`src/rtl/modn_pkg.sv`:
```
// Shared types and helpers for the bit-serial mod-DIV stream checker.
package modn_pkg;

  typedef enum logic [1:0] {
    IDLE  = 2'd0,
    SHIFT = 2'd1,
    DONE  = 2'd2
  } state_t;

  function automatic int rem_width(input int div);
    return $clog2(div);
  endfunction

  // One MSB-first remainder step: rem' = 2*rem + b, folded back below div.
  function automatic int unsigned step(input int unsigned rem, input logic b,
                                       input int unsigned div);
    int unsigned t;
    t = 2 * rem + {31'd0, b};
    return (t >= div) ? (t - div) : t;
  endfunction

endpackage

```
`src/rtl/modn_step.sv`:
```
// Combinational remainder update: next = (2*rem + b) folded below DIV by a
// single conditional subtract, which suffices because rem < DIV always.
module modn_step
  import modn_pkg::*;
#(
  parameter  int DIV = 3,
  localparam int RW  = rem_width(DIV)
) (
  input  logic [RW-1:0] rem,
  input  logic          b,
  output logic [RW-1:0] rem_next
);

  localparam logic [RW:0] DIV_V = (RW + 1)'(DIV);

  logic [RW:0] t;

  always_comb begin
    t        = {rem, b};
    rem_next = (t >= DIV_V) ? RW'(t - DIV_V) : t[RW-1:0];
  end

endmodule

```
`src/rtl/modn_stream.sv`:
```
// Bit-serial divisibility checker with valid/ready on both sides.
// Optional macro MODN_REM_OUT_EN adds the out_rem port carrying the remainder.
module modn_stream
  import modn_pkg::*;
#(
  parameter  int WIDTH = 8,
  parameter  int DIV   = 3,
  localparam int RW    = rem_width(DIV)
) (
  input  logic             clk,
  input  logic             rst,
  input  logic             in_valid,
  output logic             in_ready,
  input  logic [WIDTH-1:0] in_data,
  output logic             out_valid,
  input  logic             out_ready,
  output logic             out_div,
  output state_t           dbg_state
`ifdef MODN_REM_OUT_EN
  ,
  output logic [RW-1:0]    out_rem
`endif
);

  // Handshake: a transfer happens on a rising edge where valid and ready are
  // both high; ready and valid are decoded from state only, never from the
  // opposite side's input, and results hold steady until taken.

  localparam int CW = $clog2(WIDTH + 1);

  if (DIV < 2) begin : g_bad_div
    $error("modn_stream: DIV must be at least 2");
  end

  state_t           state, state_nxt;
  logic [WIDTH-1:0] sr;
  logic [RW-1:0]    rem, rem_nxt;
  logic [CW-1:0]    cnt;

  modn_step #(.DIV(DIV)) u_step (
    .rem      (rem),
    .b        (sr[WIDTH-1]),
    .rem_next (rem_nxt)
  );

  always_ff @(posedge clk) begin
    if (rst) state <= IDLE;
    else     state <= state_nxt;
  end

  always_comb begin
    state_nxt = state;
    case (state)
      IDLE:    if (in_valid)                  state_nxt = SHIFT;
      SHIFT:   if (cnt == CW'(WIDTH - 1))     state_nxt = DONE;
      DONE:    if (out_ready)                 state_nxt = IDLE;
      default:                                state_nxt = IDLE;
    endcase
  end

  always_comb begin
    in_ready  = (state == IDLE);
    out_valid = (state == DONE);
    out_div   = (state == DONE) && (rem == '0);
    dbg_state = state;
`ifdef MODN_REM_OUT_EN
    out_rem   = (state == DONE) ? rem : '0;
`endif
  end

  always_ff @(posedge clk) begin
    if (rst) begin
      sr  <= '0;
      rem <= '0;
      cnt <= '0;
    end else begin
      case (state)
        IDLE: if (in_valid) begin
          sr  <= in_data;
          rem <= '0;
          cnt <= '0;
        end
        SHIFT: begin
          sr  <= sr << 1;
          rem <= rem_nxt;
          cnt <= cnt + 1'b1;
        end
        default: ;
      endcase
    end
  end

endmodule

```
`config.mk`:
```
export PLATFORM = sky130hd
export DESIGN_NAME = modn_stream
export DESIGN_NICKNAME = d
export VERILOG_FILES = /design/src/rtl/modn_pkg.sv /design/src/rtl/modn_step.sv /design/src/rtl/modn_stream.sv
export SDC_FILE = /design/constraint.sdc
export NUM_CORES = 1
export LEC_CHECK = 0
export CAP_MARGIN = 20
export CORE_MARGIN = 2
export CORE_UTILIZATION = 35
export DETAILED_ROUTE_END_ITERATION = 8
export DONT_BUFFER_PORTS = 1
export GPL_TIMING_DRIVEN = 0
export PLACE_DENSITY = 0.5
export SLEW_MARGIN = 10
export SYNTH_ARGS = -nofsm -noshare
export SYNTH_HDL_FRONTEND = slang
export SYNTH_HIERARCHICAL = 1
export SYNTH_SLANG_ARGS = --single-unit
```
`constraint.sdc`:
```
create_clock -name clk -period 2.4 [get_ports clk]
set_input_delay 0.6 -clock clk [delete_from_list [all_inputs] [get_ports clk]]
set_output_delay 0.6 -clock clk [all_outputs]
set_load 0.01 [all_outputs]
```
* Word-level counts from Yosys, hierarchy flattened
Index checks and enable logic that the tools add are counted.
** Cells by class
- Equal/unequal tests :: 6
- Magnitude comparators :: 1
- Reductions and logical operators :: 6
- Multiplexer cells :: 11
- Add/subtract/negate cells :: 2
** Operators with widths (number)
- 8-bit case mux with 2 select lines :: 1
- 2-bit 2-to-1 mux :: 5
- 8-bit 2-to-1 mux :: 1
- 4-bit case mux with 2 select lines :: 1
- 2-bit case mux with 3 select lines :: 1
- 4-bit by 1-bit adder with 4-bit output (second input constant) :: 1
- 4-bit by 3-bit equality test with 1-bit output (second input constant) :: 1
- 2-bit zero test :: 2
- 4-bit 2-to-1 mux :: 1
- 2-bit != test (second input constant) :: 2
- 2-bit case mux with 2 select lines :: 1
- 3-bit by 2-bit >= comparator with 1-bit output (second input constant) :: 1
- 3-bit AND reduction :: 1
- 2-bit by 1-bit equality test with 1-bit output (second input constant) :: 1
- 2-bit equality test (second input constant) :: 1
- 2-bit by 1-bit != test with 1-bit output (second input constant) :: 1
- 2-bit AND reduction :: 1
- 2-bit nonzero test :: 1
- 2-bit subtractor (second input constant) :: 1
- 1-bit logical AND :: 1
** Word-level totals
- Bits in registers :: 16
- Output and inout port bits :: 5

* Depth between registers and ports, before layout
Gate-level depths: netlist of run 1.
- Depth after elaboration :: 3
- Mapped depth :: 5
- Depth with buffers taken out :: 5

* Cells and area by module
Netlist of run 1, hierarchy kept.
** By module, submodules not included
- modn_stream :: area each 798.3 um2, cells each 96, instances 1
- modn_step :: area each 46.3 um2, cells each 6, instances 1

* Least setup slack after synthesis of run 1
Ideal clock, no wire load.
- Path kind :: reg-to-output
- Start :: reg state[0] (netlist: dbg_state[0])
- End :: out in_ready
- Path buffers :: 2
- Setup slack :: 876 ps
- Cell stages (with the launch flop) :: 4
- Data arrival time :: 924 ps
- Path through :: dfxtp_1 > buf_4 > clkbuf_1 > nor2_1
** Between the ends
- Word-level cells in the longest chain between the ends :: 1
** Ends and longest elaborated chain
- start, declared :: line modn_stream.sv:35 : state_t state, state_nxt;
- start signal, assigned :: line modn_stream.sv:48 : else state <= state_nxt;
- 2-bit zero test :: line modn_stream.sv:62 : in_ready = (state == IDLE);
- end, declared :: line modn_stream.sv:13 : output logic in_ready,
No other way between the ends.

* Final worst setup path of run 1
Same ends and word-level chain as after synthesis.

==> impl_metrics.tcl, run 1 <==
set metrics [dict create \
    yosys-mux-area-fraction_pct 1.185 \
    power.density_nw_per_um2 601.2 \
    max_cap_violations 0 \
    synth_fa_ha_area_share_pct 2.963 \
    p_leak_nw 0.3599 \
    clk_path_buf_depth 2 \
    ant_nets 0 \
    hp-start "sr[0]" \
    cts-resized-gates 0 \
    multi_input_area_sq_um 450.4 \
    rsz0062_at_grt "no" \
    synth_cell_type_count 31 \
    antenna_found_initial 0 \
    die_w_microns 53.12 \
    path_clk_slew_ns 0.10 \
    worst_pin_slew_ns 0.4801 \
    dr.pass1.iters 6 \
    finalMaxSlewViolations 0 \
    hold_depth 2 \
    die-area_sq_um 2822 \
    post-route-min-period_ns 2.058 \
    diodes 0 \
    regToRegSetupSlack_ns 0.92 \
    worst_slack_ns 0.3418 \
    avgSynthCellArea_sq_um 8.280 \
    cp_max_fo 10 \
    placement_rows 17 \
    grt_max_degree 11 \
    hp-class "flop to flop" \
    nets 121 \
    drt_iter0_drc 11 \
    pin_count 17 \
    synth-compound-area-share_pct 29.04 \
    fmax_mhz 485.9 \
    status "finished clean" \
    wl_per_cell_microns 13.22 \
    cts_root_buf "clkbuf_4" \
    startpoint_type "flop" \
    grt_pass1_vias 693 \
    ir_worst_vdd_v 0.0002188 \
    skew_ns 0.006873 \
    required_ns 1.80 \
    layout_common_cells "16 x nor2_1, 16 x dfxtp_1, 11 x a21oi_1" \
    r2r_start "sr[7]" \
    hpwl_mm 1.266 \
    min_to "sr[0]" \
    yosysTopAreaCell "dfxtp_1" \
    grt_util_all_layers_pct 15.04 \
    clkSinkCount 16 \
    final-hold-violation-count 0 \
    place_ws_ns 0.6659 \
    synth.cell_area_sq_um 844.6 \
    syn_inst 102 \
    synth_top_cells_by_area "dfxtp_1 38%, nor2_1 7.1%, o221a_2 6.7%" \
    syn_to_final_growth_pct 8.444 \
    routed_wl_mm 1.771 \
    register_area_sq_um 320.3 \
    fin_cells 134 \
    htreeDepth 1 \
    route.detailed.drc 0 \
    ctsHoldBuffers 0 \
    globalplace.congestion 0.7573 \
    cts_setup_buffers 0 \
    whs_ns 0.4953 \
    cts_tree "built" \
    portBuffers 0 \
    synth_edf_count 0 \
    setup_viol 0 \
    min_period_over_period_pct 85.76 \
    cp_data_arrival_time_ns 1.46 \
    r2r_end "rem[0]" \
    die_y_microns 53.12 \
    r2r_cells 5 \
    cts_buffers 3 \
    dr_total_vias 719 \
    ys_seq_elements 16 \
    grt_pass1_wl_mm 3.077 \
    fin_setup_tns_ns 0 \
    yosysWarnings 6 \
    synth-xor-area-share_pct 0 \
    insertion_delay_ns 0.29 \
    synth.top_cell.area_share_pct 37.93 \
    crit_type "flop to output pin" \
    placed_cells 130 \
    core_area_sq_um 2255 \
    async_flop_share_pct 0 \
    final_util_pct 40.62 \
    synth_top_family_by_area "compound AO/OA/AOI/OAI gates" \
    ys_seq_area_share_pct 37.93 \
    synthFlopType "dfxtp_1" \
    endpoint_kind "output pin" \
    initial_core_util_pct 37.46 \
    startpoint "dbg_state[0]" \
    max_slew_margin_pct 67.99 \
    avgViaCountPerCell 5.366 \
    drive_above_1_share_pct 14.15 \
    fillerInstances 243 \
    syn_nets 116 \
    yosys.area_share.simple_pct 20.15 \
    grt-ovfl-total 0 \
]
report_power, final:
group	internal, mW	leakage, nW	switching, mW
logic	0.0352	0.207	0.0405
registers	0.281	0.132	0.0124
clock network	0.0923	0.0210	0.0891
synth_stat cells, types with 2 or more instances:
cell type   n
a31oi_1     2
inv_1       9
buf_2       2
clkbuf_1    3
o32a_1      2
ha_1        2
o22a_1      2
nand2_1     5
a22oi_1     4
dfxtp_1    16
o21a_1      2
nand3b_1    2
nor3_1      2
nand3_1     2
nand2b_1    2
a21oi_1    11
o221a_2     5
nor2_1     16
metal layers:
layer	GRT usage (%)	up-vias	wire [microns]	share of wire, %
met5	0	-	0	0
met1	20.21	333	871	49
met4	6.410	0	14	0.79
met3	2.542	2	71	4.0
met2	23.54	10	814	46
li1	-	374	-	-
worst max-delay path: stages (launching register included):
cell	delay (ns)
dfxtp_1	0.40
buf_4	0.20
clkbuf_1	0.40
nor2_1	0.17
registers in the layout, indices dropped and copies added, names as in the netlist:
name	flops
cnt	4
rem	2
dbg_state	2
sr	8
kinds of logic after synthesis:
kind of cell / Yosys count
AOI/OAI and AO/OA: 33
adders and majority gates: 2
buffers and inverters: 16
DFF: 16
muxes: 1
and+or+nand+nor: 34
how the worst max path moves through the flow:
stage / slack [ns] / to
detailed placement: 0.67 / in_ready
CTS: 0.33 / in_ready
finish: 0.34 / in_ready
global route: 0.24 / in_ready
global placement: 0.66 / in_ready
floorplan: 0.88 / in_ready
final cells by class:
class                           instances  share of cell area [%]
Tap cell                               28                   3.825
Multi-Input combinational cell         70                   49.18
Clock buffer                            4                   3.962
Buffer                                  7                   4.372
Sequential cell                        16                   34.97
Inverter                                9                   3.689
metrics by stage:
| step | total power [mW] | instance area, sq um |
|---|---|---|
| 3_5_place_dp | 0.3758 | 879.6 |
| 6_report | 0.5506 | 915.9 |
| 4_1_cts | 0.5624 | 915.9 |
| 3_3_place_gp | 0.3743 | 879.6 |
| 5_1_grt | 0.5868 | 915.9 |
| 2_1_floorplan | 0.3603 | 844.6 |
(Power assumes the default switching activity.)
==> inputs of run 2 (changes only) <==
Settings changed: ABC_AREA set to 1.
==> impl_metrics.tcl, run 2 <==
set metrics [dict create \
    ir_worst_vdd_v 0.0002445 \
    post-route-min-period_ns 1.977 \
    power.density_nw_per_um2 555.2 \
    required_ns 1.80 \
    max_cap_violations 0 \
    yosys-top-cells-count "35 x nand2_1, 26 x nand3_1, 16 x dfxtp_1" \
    synth.cell_area_sq_um 825.8 \
    cts_setup_buffers 0 \
    grt-ovfl-total 0 \
    drt_iter0_drc 19 \
    multi_input_area_sq_um 409.1 \
    min_period_over_period_pct 82.39 \
    synth_top_cells_by_area "dfxtp_1 39%, nand2_1 16%, nand3_1 16%" \
    route.detailed.drc 0 \
    regMostFlops "sr" \
    placed_cells 152 \
    core_area_sq_um 2212 \
    skew_ns 0.003826 \
    path_clk_slew_ns 0.09 \
    synth_cell_type_count 17 \
    avgSynthCellArea_sq_um 6.660 \
    dr.max_layer_used "met4" \
    placed_area_sq_um 860.8 \
    largest_register_ffs 8 \
    register_area_sq_um 320.3 \
    wl_met2_microns 867 \
    endpoint_kind "output pin" \
    p_int_mw 0.3595 \
    ctsHoldBuffers 0 \
    antenna_found_initial 0 \
    placement_rows 17 \
    p_leak_nw 0.4142 \
    p_sw_share_pct 26.70 \
    setup_viol 0 \
    hold_depth 2 \
    stdcell_area_sq_um 883.3 \
    cts_tree "built" \
    regToRegSetupSlack_ns 1.14 \
    fin_cells 155 \
    syn_to_final_growth_pct 6.970 \
    cts-resized-gates 0 \
    crit_type "flop to output pin" \
    avgViaCountPerCell 4.845 \
    synth_edf_count 0 \
    p_switching_mw 0.1310 \
    grt_util_all_layers_pct 15.87 \
    yosysWarnings 6 \
    syn_nets 138 \
    ys_seq_area_share_pct 38.79 \
    fillerInstances 269 \
    clkSinkCount 16 \
    nets 143 \
    hpwl_mm 1.321 \
    startpoint_type "flop" \
    die-area_sq_um 2764 \
    globalplace.congestion 0.7026 \
    grt_pass1_wl_mm 3.105 \
    grt_max_degree 11 \
    die_y_microns 52.58 \
    initial_core_util_pct 37.33 \
    wl_per_cell_microns 11.86 \
    insertion_delay_ns 0.28 \
    seqPwrFrac_pct 58.7 \
    routed_wl_mm 1.839 \
    cts_buffers 3 \
    worst_pin_slew_ns 0.5421 \
    m1WireLength_microns 898 \
    grt_pass1_vias 698 \
    synthFlopType "dfxtp_1" \
    wl_met3_microns 56 \
    cp_data_arrival_time_ns 1.38 \
    fmax_mhz 505.8 \
    layout_commonest_cell "nand2_1" \
    synth.top_cell.area_share_pct 38.79 \
    hp-class "input pin to flop" \
    max_slew_margin_pct 63.53 \
    dr.pass1.iters 4 \
    r2r_end "sr[2]" \
    yosysTopAreaCell "dfxtp_1" \
    reg_top3 "sr x8, cnt x4" \
    clk_path_buf_depth 2 \
    finalMaxSlewViolations 0 \
    diodes 0 \
    hp-start "in_data[0]" \
    pin_count 17 \
    r2r_start "dbg_state[0]" \
    synth.most_common_cell "nand2_1" \
    fin_setup_tns_ns 0 \
    die_w_microns 52.58 \
    cp_max_fo 4 \
    rsz0062_at_grt "no" \
    async_flop_share_pct 0 \
    min_to "sr[0]" \
    cts_root_buf "clkbuf_4" \
    dr_total_vias 751 \
    status "finished clean" \
    syn_inst 124 \
    r2r_cells 5 \
    htreeDepth 1 \
    ant_nets 0 \
    ys_seq_elements 16 \
    drive_above_1_share_pct 10.24 \
    final-hold-violation-count 0 \
    p_clk_share_pct 27.9 \
    layout_common_cells "35 x nand2_1, 26 x nand3_1, 16 x dfxtp_1" \
    comb_power_share_pct 13.4 \
    portBuffers 0 \
]
## run 2: power groups by stage
stage,combinational [mW],clock [mW],sequential (mW)
2_1_floorplan,0.0527,0,0.292
3_3_place_gp,0.0656,0,0.294
3_5_place_dp,0.0663,0,0.294
4_1_cts,0.0665,0.146,0.288
5_1_grt,0.0754,0.158,0.290
6_report,0.0658,0.137,0.288
## run 2: worst max-delay path, stage by stage (launching register included)
cell and delay, ns:
dfxtp_1 0.51, inv_2 0.10, nor4_1 0.49
## run 2: worst max path at each step
stage	slack, ns	from	cells past startpoint	to
CTS	0.39	dbg_state[1]	2	out_div
finish	0.42	dbg_state[1]	2	out_div
global placement	0.73	dbg_state[1]	2	out_div
detailed placement	0.71	dbg_state[1]	2	out_div
floorplan	0.85	dbg_state[1]	2	out_div
global route	0.33	dbg_state[1]	2	out_div
## run 2: cells by family after synthesis
| group | share of synthesized area [%] |
|---|---|
| simple gates | 39.85 |
| buf+inv | 11.67 |
| flops | 38.79 |
| compound gates | 6.666 |
| fa+ha+maj | 3.030 |
## run 2: cell type report
type | count | area share, %
flip-flops and latches | 16 | 36.26
well taps | 28 | 3.966
plain buffers | 5 | 4.533
inverters | 15 | 6.374
multi-input cells | 88 | 46.32
clock buffers | 3 | 2.550
## run 2: through the flow
stage / power (mW) / setup slack, ns / hold WS [ns] / util [%]
finish: 0.4904 / 0.4228 / 0.4791 / 39.93
CTS: 0.5003 / 0.3852 / 0.4721 / 39.93
detailed placement: 0.3600 / 0.7090 / 0.4770 / 38.91
floorplan: 0.3445 / 0.8493 / 0.4504 / -
global placement: 0.3593 / 0.7331 / 0.4698 / 38.91
global route: 0.5232 / 0.3303 / 0.4854 / 39.93
## run 2: per-layer routing
metal,up-vias,global-route usage [%]
li1,403,-
met1,339,20.21
met2,7,25.42
met3,2,4.000
met4,0,6.410
met5,-,0
